--- config.mk ---
export PLATFORM = sky130hd
export DESIGN_NAME = pipeline_issue_ctrl
export DESIGN_NICKNAME = d
export VERILOG_FILES = /design/src/rtl/pipeline_issue_ctrl_pkg.sv /design/src/rtl/pipeline_issue_ctrl_rr_arbiter.sv /design/src/rtl/pipeline_issue_ctrl.sv
export SDC_FILE = /design/constraint.sdc
export NUM_CORES = 1
export LEC_CHECK = 0
export CORE_MARGIN = 2
export CORE_UTILIZATION = 38
export CTS_BUF_LIST = sky130_fd_sc_hd__clkbuf_2
export CTS_CLUSTER_DIAMETER = 100
export DETAILED_ROUTE_END_ITERATION = 12
export PLACE_DENSITY = 0.86
export SKIP_CTS_REPAIR_TIMING = 1
export SYNTH_ARGS = -nofsm -noshare
export SYNTH_HDL_FRONTEND = slang
export SYNTH_HIERARCHICAL = 1
export SYNTH_SLANG_ARGS = --single-unit
--- constraint.sdc ---
create_clock -name clk -period 3.6 [get_ports clk]
set_input_delay 0.54 -clock clk [delete_from_list [all_inputs] [get_ports clk]]
set_output_delay 0.54 -clock clk [all_outputs]
set_load 0.05 [all_outputs]
--- src/rtl/pipeline_issue_ctrl_pkg.sv ---
// pipeline_issue_ctrl_pkg: pipeline widths and issue-controller FSM encodings
package pipeline_issue_ctrl_pkg;
  localparam int ADDRESS_WIDTH = 16;
  localparam int ID_WIDTH = 4;
  localparam int PIPELINE_DEPTH = 4;
  typedef enum logic [1:0] {ST_RUN = 2'd0, ST_FLUSH = 2'd1, ST_DRAIN = 2'd2} state_t;
endpackage

--- src/rtl/pipeline_issue_ctrl_rr_arbiter.sv ---
// rr_arbiter: one-hot round-robin grant; pointer moves past the winner on accept
module rr_arbiter #(
  parameter int N = 4
) (
  input  logic                 clk,
  input  logic                 rst,
  input  logic [N-1:0]         req,
  input  logic                 en,
  output logic [N-1:0]         grant,
  output logic [$clog2(N)-1:0] win
);
  localparam int PW = $clog2(N);
  logic [PW-1:0] ptr;
  logic found;
  always_comb begin
    grant = '0;
    win = ptr;
    found = 1'b0;
    for (int i = 0; i < N; i++) begin
      if (!found && req[(int'(ptr) + i) % N]) begin
        found = 1'b1;
        win = PW'((int'(ptr) + i) % N);
      end
    end
    grant[win] = en & found;
  end
  always_ff @(posedge clk) begin
    if (rst) ptr <= '0;
    else if (en && found) ptr <= (win == PW'(N - 1)) ? '0 : win + 1'b1;
  end
endmodule

--- src/rtl/pipeline_issue_ctrl.sv ---
// pipeline_issue_ctrl: round-robin issue, global stall, credits and flush/drain sequencing
module pipeline_issue_ctrl
  import pipeline_issue_ctrl_pkg::*;
#(
  parameter int N_REQ = 4,
  parameter int MAX_INFLIGHT = PIPELINE_DEPTH,
  parameter int CNT_W = 4
) (
  input  logic                           clk,
  input  logic                           reset,
  input  logic [N_REQ-1:0]               req_valid,
  input  logic [N_REQ*ADDRESS_WIDTH-1:0] req_address,
  input  logic [N_REQ*ID_WIDTH-1:0]      req_id,
  output logic [N_REQ-1:0]               req_ready,
  input  logic                           flush_req,
  input  logic [ID_WIDTH-1:0]            flush_req_id,
  output logic                           flush_ack,
  input  logic                           drain_req,
  output logic                           drain_done,
  output logic [ADDRESS_WIDTH-1:0]       pipe_address,
  output logic [ID_WIDTH-1:0]            pipe_id,
  output logic                           pipe_valid,
  output logic                           pipe_flush,
  output logic [ID_WIDTH-1:0]            pipe_flush_id,
  output logic                           pipe_stall,
  input  logic                           pipe_out_valid,
  input  logic                           down_ready,
  output logic [CNT_W-1:0]               inflight
);
  state_t state, state_n;
  logic retire, eligible, issue, drained, done;
  logic [$clog2(N_REQ)-1:0] win;
  assign pipe_stall = pipe_out_valid & ~down_ready;
  assign retire = pipe_out_valid & down_ready;
  assign eligible = (state == ST_RUN) & ~pipe_stall & (inflight < CNT_W'(MAX_INFLIGHT)) & ~flush_req;
  assign issue = |req_ready;
  assign pipe_flush = state == ST_FLUSH;
  assign flush_ack = pipe_flush;
  assign drained = (state == ST_DRAIN) & (inflight == '0);
  // done remembers that this drain already reported, so the pulse is single
  assign drain_done = drained & ~done;
  rr_arbiter #(.N(N_REQ)) u_arb (
    .clk,
    .rst(reset),
    .req(req_valid),
    .en(eligible),
    .grant(req_ready),
    .win
  );
  always_comb begin
    state_n = state;
    if (state == ST_FLUSH) state_n = drain_req ? ST_DRAIN : ST_RUN;
    else if (flush_req && !pipe_stall) state_n = ST_FLUSH;
    else if (state == ST_RUN && drain_req && !flush_req) state_n = ST_DRAIN;
    else if (drained && !drain_req) state_n = ST_RUN;
  end
  always_ff @(posedge clk) begin
    if (reset) begin
      state <= ST_RUN;
      inflight <= '0;
      done <= 1'b0;
      pipe_valid <= 1'b0;
      pipe_address <= '0;
      pipe_id <= '0;
      pipe_flush_id <= '0;
    end else begin
      state <= state_n;
      inflight <= inflight + CNT_W'(issue) - CNT_W'(retire && inflight != '0);
      done <= (state_n != ST_RUN) & (done | drain_done);
      if (state_n == ST_FLUSH) pipe_flush_id <= flush_req_id;
      if (!pipe_stall) begin
        pipe_valid <= issue;
        if (issue) begin
          pipe_address <= req_address[int'(win)*ADDRESS_WIDTH +: ADDRESS_WIDTH];
          pipe_id <= req_id[int'(win)*ID_WIDTH +: ID_WIDTH];
        end
      end
    end
  end
  always_ff @(posedge clk) begin
    if (!reset) assert (!(retire && inflight == '0));
  end
endmodule

# [Word-level counts from Yosys, hierarchy flattened]
# Cells that the tools add are included.
[op_classes] n_eq_ne=4 muxes=26 n_reduce_logical=25 order_cmp=7 n_addsub=6 n_bitwise=18 shifts=2
[ops] op="64-bit by 7-bit indexed part select with 16-bit output" count=1
[ops] op="2-bit two-way mux" count=9
[ops] op="16-bit by 5-bit indexed part select with 4-bit output" count=1
[ops] op="3-bit by 4-bit less-than comparator with 1-bit output (second input constant)" count=3
[ops] op="1-bit two-way mux" count=12
[ops] op="1-bit logical AND" count=10
[ops] op="1-bit bitwise AND" count=9
[ops] op="1-bit binary-select mux with 2-bit select" count=4
[ops] op="1-bit logical NOT" count=6
[ops] op="2-bit by 3-bit less-than comparator with 1-bit output (second input constant)" count=2
[ops] op="2-bit OR reduction" count=3
[ops] op="2-bit by 1-bit adder with 2-bit output (second input constant)" count=2
[ops] op="2-bit adder (second input constant)" count=2
[ops] op="4-bit by 1-bit adder with 4-bit output" count=1
[ops] op="4-bit bitwise AND" count=1
[ops] op="2-bit by 1-bit == test with 1-bit output (second input constant)" count=2
[ops] op="2-bit == test (second input constant)" count=2
[ops] op="4-bit logical NOT" count=1
[ops] op="4-bit by 3-bit less-than comparator with 1-bit output (second input constant)" count=1
[ops] op="1-bit NOT" count=4
[ops] op="4-bit nonzero test" count=1
[ops] op="4-bit OR reduction" count=1
[ops] op="4-bit by 1-bit subtractor with 4-bit output" count=1
[ops] op="1-bit bitwise AND (first input constant)" count=3
[ops] op="6 further kinds" count=6
[totals] out_inout_bits=37 register_bits=34 word_cells=96 in_bits=94

# [Depth between registers and ports, before layout]
[depth] ltp_word=22 depth_mapped=14 ltp_nobuf=14

# [Cells and area by module]
# The synthesis kept the hierarchy.
[modules_own_cells] mod="pipeline_issue_ctrl" area_each_um2=1770.4 cells_each=181 n_inst=1
[modules_own_cells] mod="rr_arbiter" area_each_um2=262.8 cells_each=31 n_inst=1

# [Least setup slack after synthesis]
# No wires, ideal clock.
[synth_path] path_kind="input port to flip-flop" startpoint="input pipe_out_valid" endpoint="register inflight[2]" path_buffers=1 arrival_ns=3.275 cell_stages=13 path_slack_ns=0.198 path_cell_list="nor2b_1 -> clkbuf_1 -> nor4_1 -> o41a_1 -> and2_2 -> nor4_2 -> ha_1 -> inv_1 -> ha_1 -> inv_1 -> fa_1 -> xor2_1 -> nor2_1"
[synth_via] elab_chain_cells=10
[synth_lines] item="from (decl)" line="pipeline_issue_ctrl.sv:26" source="input logic pipe_out_valid,"
[synth_lines] item="1-bit bitwise AND" line="pipeline_issue_ctrl.sv:33" source="assign pipe_stall = pipe_out_valid & ~down_ready;"
[synth_lines] item="net pipe_stall" line="pipeline_issue_ctrl.sv:25" source="output logic pipe_stall,"
[synth_lines] item="1-bit NOT (no source line)"
[synth_lines] item="1-bit bitwise AND (3 in series)" line="pipeline_issue_ctrl.sv:35" source="assign eligible = (state == ST_RUN) & ~pipe_stall & (inflight < CNT_W'(MAX_INFLIGHT)) & ~flush_req;"
[synth_lines] item="net eligible" line="pipeline_issue_ctrl.sv:31" source="logic retire, eligible, issue, drained, done;"
[synth_lines] item="1-bit bitwise AND" line="pipeline_issue_ctrl_rr_arbiter.sv:25" source="grant[win] = en & found;"
[synth_lines] item="4-bit bitwise AND (no source line)"
[synth_lines] item="net req_ready[1]" line="pipeline_issue_ctrl.sv:14" source="output logic [N_REQ-1:0] req_ready,"
[synth_lines] item="4-bit OR reduction" line="pipeline_issue_ctrl.sv:36" source="assign issue = |req_ready;"
[synth_lines] item="4-bit by 1-bit adder with 4-bit output" line="pipeline_issue_ctrl.sv:68" source="inflight <= inflight + CNT_W'(issue) - CNT_W'(retire && inflight != '0);"
[synth_lines] item="4-bit by 1-bit subtractor with 4-bit output" line="pipeline_issue_ctrl.sv:68"
[synth_lines] item="to (signal assigned)" line="pipeline_issue_ctrl.sv:68"
[synth_lines] item="to (decl)" line="pipeline_issue_ctrl.sv:28" source="output logic [CNT_W-1:0] inflight"
# The timed path passes the listed nets, and every way through them passes these cells.
# A chain may end at the register's enable or synchronous reset.

# [Worst setup path in the final report]
[layout_path] startpoint="input req_valid[2]" endpoint="register inflight[2]"
[layout_via] elab_chain_cells=20
[layout_lines] item="from (decl)" line="pipeline_issue_ctrl.sv:11" source="input logic [N_REQ-1:0] req_valid,"
[layout_lines] item="1-bit binary-select mux with 2-bit select" line="pipeline_issue_ctrl_rr_arbiter.sv:20" source="if (!found && req[(int'(ptr) + i) % N]) begin"
[layout_lines] item="1-bit two-way mux (implied by the code)" line="pipeline_issue_ctrl_rr_arbiter.sv:20"
[layout_lines] item="1-bit two-way mux" line="pipeline_issue_ctrl_rr_arbiter.sv:20"
[layout_lines] item="1-bit logical NOT" line="pipeline_issue_ctrl_rr_arbiter.sv:20"
[layout_lines] item="1-bit logical AND" line="pipeline_issue_ctrl_rr_arbiter.sv:20"
[layout_lines] item="1-bit two-way mux" line="pipeline_issue_ctrl_rr_arbiter.sv:20"
[layout_lines] item="1-bit logical NOT" line="pipeline_issue_ctrl_rr_arbiter.sv:20"
[layout_lines] item="1-bit logical AND" line="pipeline_issue_ctrl_rr_arbiter.sv:20"
[layout_lines] item="[... 4 more ...]"
[layout_lines] item="net win[0]" line="pipeline_issue_ctrl.sv:32" source="logic [$clog2(N_REQ)-1:0] win;"
[layout_lines] item="2-bit by 3-bit less-than comparator with 1-bit output (implied by the code) / 2-bit by 1-bit >= comparator with 1-bit output (equally long branches)" line="pipeline_issue_ctrl_rr_arbiter.sv:25"
[layout_lines] item="1-bit logical AND (implied by the code)" line="pipeline_issue_ctrl_rr_arbiter.sv:25"
[layout_lines] item="1-bit two-way mux (implied by the code)" line="pipeline_issue_ctrl_rr_arbiter.sv:25"
[layout_lines] item="1-bit demux with 2-bit select (*)"
[layout_lines] item="4-bit bitwise AND (no source line) (*)"
[layout_lines] item="4-bit OR reduction (*)" line="pipeline_issue_ctrl.sv:36"
[layout_lines] item="4-bit by 1-bit adder with 4-bit output (*)" line="pipeline_issue_ctrl.sv:68"
[layout_lines] item="4-bit by 1-bit subtractor with 4-bit output (*)" line="pipeline_issue_ctrl.sv:68"
# Mark *: on every way through the listed nets, which the timed path passes. The rest lies on a longest branch. The select of a mux whose other input is x is not followed.

==> results_dict.tcl <==
set metrics [dict create \
    io_buffers 130 \
    synth_common_cells "nand2_1 (44), dfxtp_1 (34), a21oi_1 (27)" \
    drt_iter0_drc 73 \
    synth_top_cell_by_area "dfxtp_1" \
    p_total_uw 1690 \
    fin_nets 452 \
    cts.sinks 34 \
    synth_top_area_share_pct 33.5 \
    drtAntennaViolNets 0 \
    area_growth_pct 75.6 \
    finClkSkew_ns 0.0212 \
    diodes 0 \
    p_int_uw 1040 \
    die_w_um 77.1 \
    arrival_ns 3.56 \
    wire_per_inst_um 14.8 \
    power_frac_comb_pct 52.5 \
    syn_avg_cell_area_um2 9.59 \
    dpl.cell_count 411 \
    worst_pin_slew_ns 0.521 \
    hold_viol 0 \
    syn-cell-area_um2 2030 \
    synth-edff-count 0 \
    start_util_pct 39.6 \
    design_area_um2 3570 \
    synth_top_family_by_area "multiplexers" \
    startpoint_type "input pin" \
    muxShareOfSynthArea_pct 24.6 \
    grt_pass1_wl_um 9990 \
    clock_power_share_pct 19.2 \
    crit_fanout 4 \
    hold_ws_ns 0.465 \
    ys_seq_area_share_pct 33.5 \
    critPathCaptureType "register" \
    cts_htree_levels 2 \
    path_clk_slew_ns 0.20 \
    min_path_type "reg -> reg" \
    maxCapViolations 0 \
    antenna_found_initial 0 \
    routed_wirelength_um 6190 \
    synth_area_leaders "dfxtp_1 (33%), mux4_2 (22%), nand2_1 (8.1%)" \
    final_cell_count_no_fill 419 \
    setup-violations-final 0 \
    overflow 0 \
    synth_xor_area_share_pct 0.862 \
    synth.ff_latch_count 34 \
    coreArea_um2 5140 \
    synthArstFlopShare_pct 0 \
    clk_path_buf_depth 2 \
    drv_slew 0 \
    drive_gt1_share_pct 15.2 \
    grt_pass1_vias 2121 \
    fmax_mhz 305 \
    drc 0 \
    ir_drop_mv 0.271 \
    yosys.area_share.simple_pct 16.8 \
    viasPerCell 4.99 \
    synth_nets 316 \
    finalSetupTns_ns 0 \
    status "finished clean" \
    dp_hpwl_um 4990 \
    io_pins 131 \
    numCtsBuffers 5 \
    p_leak_uw 0.00135 \
    cts_tree "yes" \
    ys.flop_type "dfxtp_1" \
    postPlaceCellArea_um2 3480 \
    switching_share_pct 38.6 \
    num_rows 26 \
    grt_usage_pct 21.2 \
    ff2ff_setup_slack_ns 0.58 \
    place_congestion 0.770 \
    die_y_um 77.1 \
    synth_cell_types 31 \
    required_ns 3.88 \
    clk-insertion-delay-late_ns 0.37 \
    min_period_ns 3.28 \
    relSlewSlack_pct 65.1 \
    dieArea_um2 5950 \
    grt_setup_unrepaired "false" \
    p_switching_uw 651 \
    yosysWarnings 6 \
    synth_compound_area_share_pct 12.7 \
    root_buffer "clkbuf_2" \
    grt_max_degree 35 \
    seqPwrFrac_pct 28.4 \
    detail_route.first_pass.iterations 4 \
    synthMostInstantiatedCell "nand2_1" \
    synth_fa_ha_area_share_pct 6.52 \
    num_vias 2090 \
    post_synth_inst_count 212 \
    powerDensity_nw_per_um2 472 \
    final.period_utilization_pct 91.0 \
    critical_path_class "in -> reg" \
]
==> registers in the layout, indices dropped and copies added (netlist names) <==
name and count:
pipe_id 4, pipe_address 16, state 2, pipe_valid 1
u_arb/ptr 2, inflight 4, pipe_flush_id 4, done 1
==> power groups by stage <==
stage / Sequential [uW] / Combinational, uW / Clock (uW)
global placement: 486 / 862 / 0
CTS: 479 / 891 / 331
detailed placement: 488 / 886 / 0
finish: 479 / 885 / 323
floorplan: 657 / 397 / 0
global route: 487 / 949 / 353
==> cell families (layout without fill, tap and decap cells) <==
family                     after synthesis  after routing
muxes                                   25             25
xor gates and xnor gates                 2              2
DFF                                     34             34
AOI/OAI and AO/OA                       40             40
adders and majority gates               10             10
buffers and inverters                   25            162
and+or+nand+nor                         76             76
==> placed cells by master (no fill, tap or decap), drive strengths merged, types with 3 or more instances in the layout <==
cell type / n
mux4: 20
nand2: 44
inv: 12
dfxtp: 34
a21o: 3
mux2i: 5
clkbuf: 5
buf: 16
clkdlybuf4s50: 126
a21oi: 27
ha: 9
nor2b: 4
and2: 4
nor2: 16
==> cell type report <==
class	count	area, um^2
Multi-Input combinational cell	153	1260
Tap cell	70	87.6
Clock inverter	3	68.8
Inverter	12	45.0
Clock buffer	5	25.0
Sequential cell	34	681
Fill cell	432	1570
Timing Repair Buffer	142	1410
==> worst max-delay path, stage by stage <==
cell	delay (ns)
clkdlybuf4s50_1	0.52
or2b_1	0.25
a21oi_1	0.26
a211oi_4	0.09
ha_1	0.21
and2_2	0.18
nor4_2	0.33
ha_1	0.29
inv_1	0.07
ha_1	0.17
inv_1	0.06
fa_1	0.37
xor2_1	0.16
nor2_1	0.06
==> through the flow <==
| step | utilization (%) | setup WS [ns] |
|---|---|---|
| 2_1_floorplan | - | 0.198 |
| 3_3_place_gp | 67.6 | 0.0791 |
| 3_5_place_dp | 67.6 | -0.0775 |
| 4_1_cts | 69.5 | 0.364 |
| 5_1_grt | 69.5 | 0.195 |
| 6_report | 69.5 | 0.323 |
==> worst paths after layout <==
check,endpoint,cells after the start,startpoint
max,inflight[2],14,req_valid[2]
min,pipe_address[13],2,pipe_address[13]
max reg2reg,inflight[2],14,u_arb/ptr[0]
min reg2reg,pipe_address[13],2,pipe_address[13]
==> layer usage <==
metal / GRT usage (%) / part of all wire [%] / wire (um) / up-vias
li1: - / - / - / 1014
met4: 6.07 / 1.3 / 83 / 0
met2: 39.9 / 55 / 3410 / 88
met5: 0 / 0 / 0 / -
met1: 23.4 / 37 / 2280 / 981
met3: 5.41 / 6.7 / 415 / 7
(Power assumes the default switching activity.)
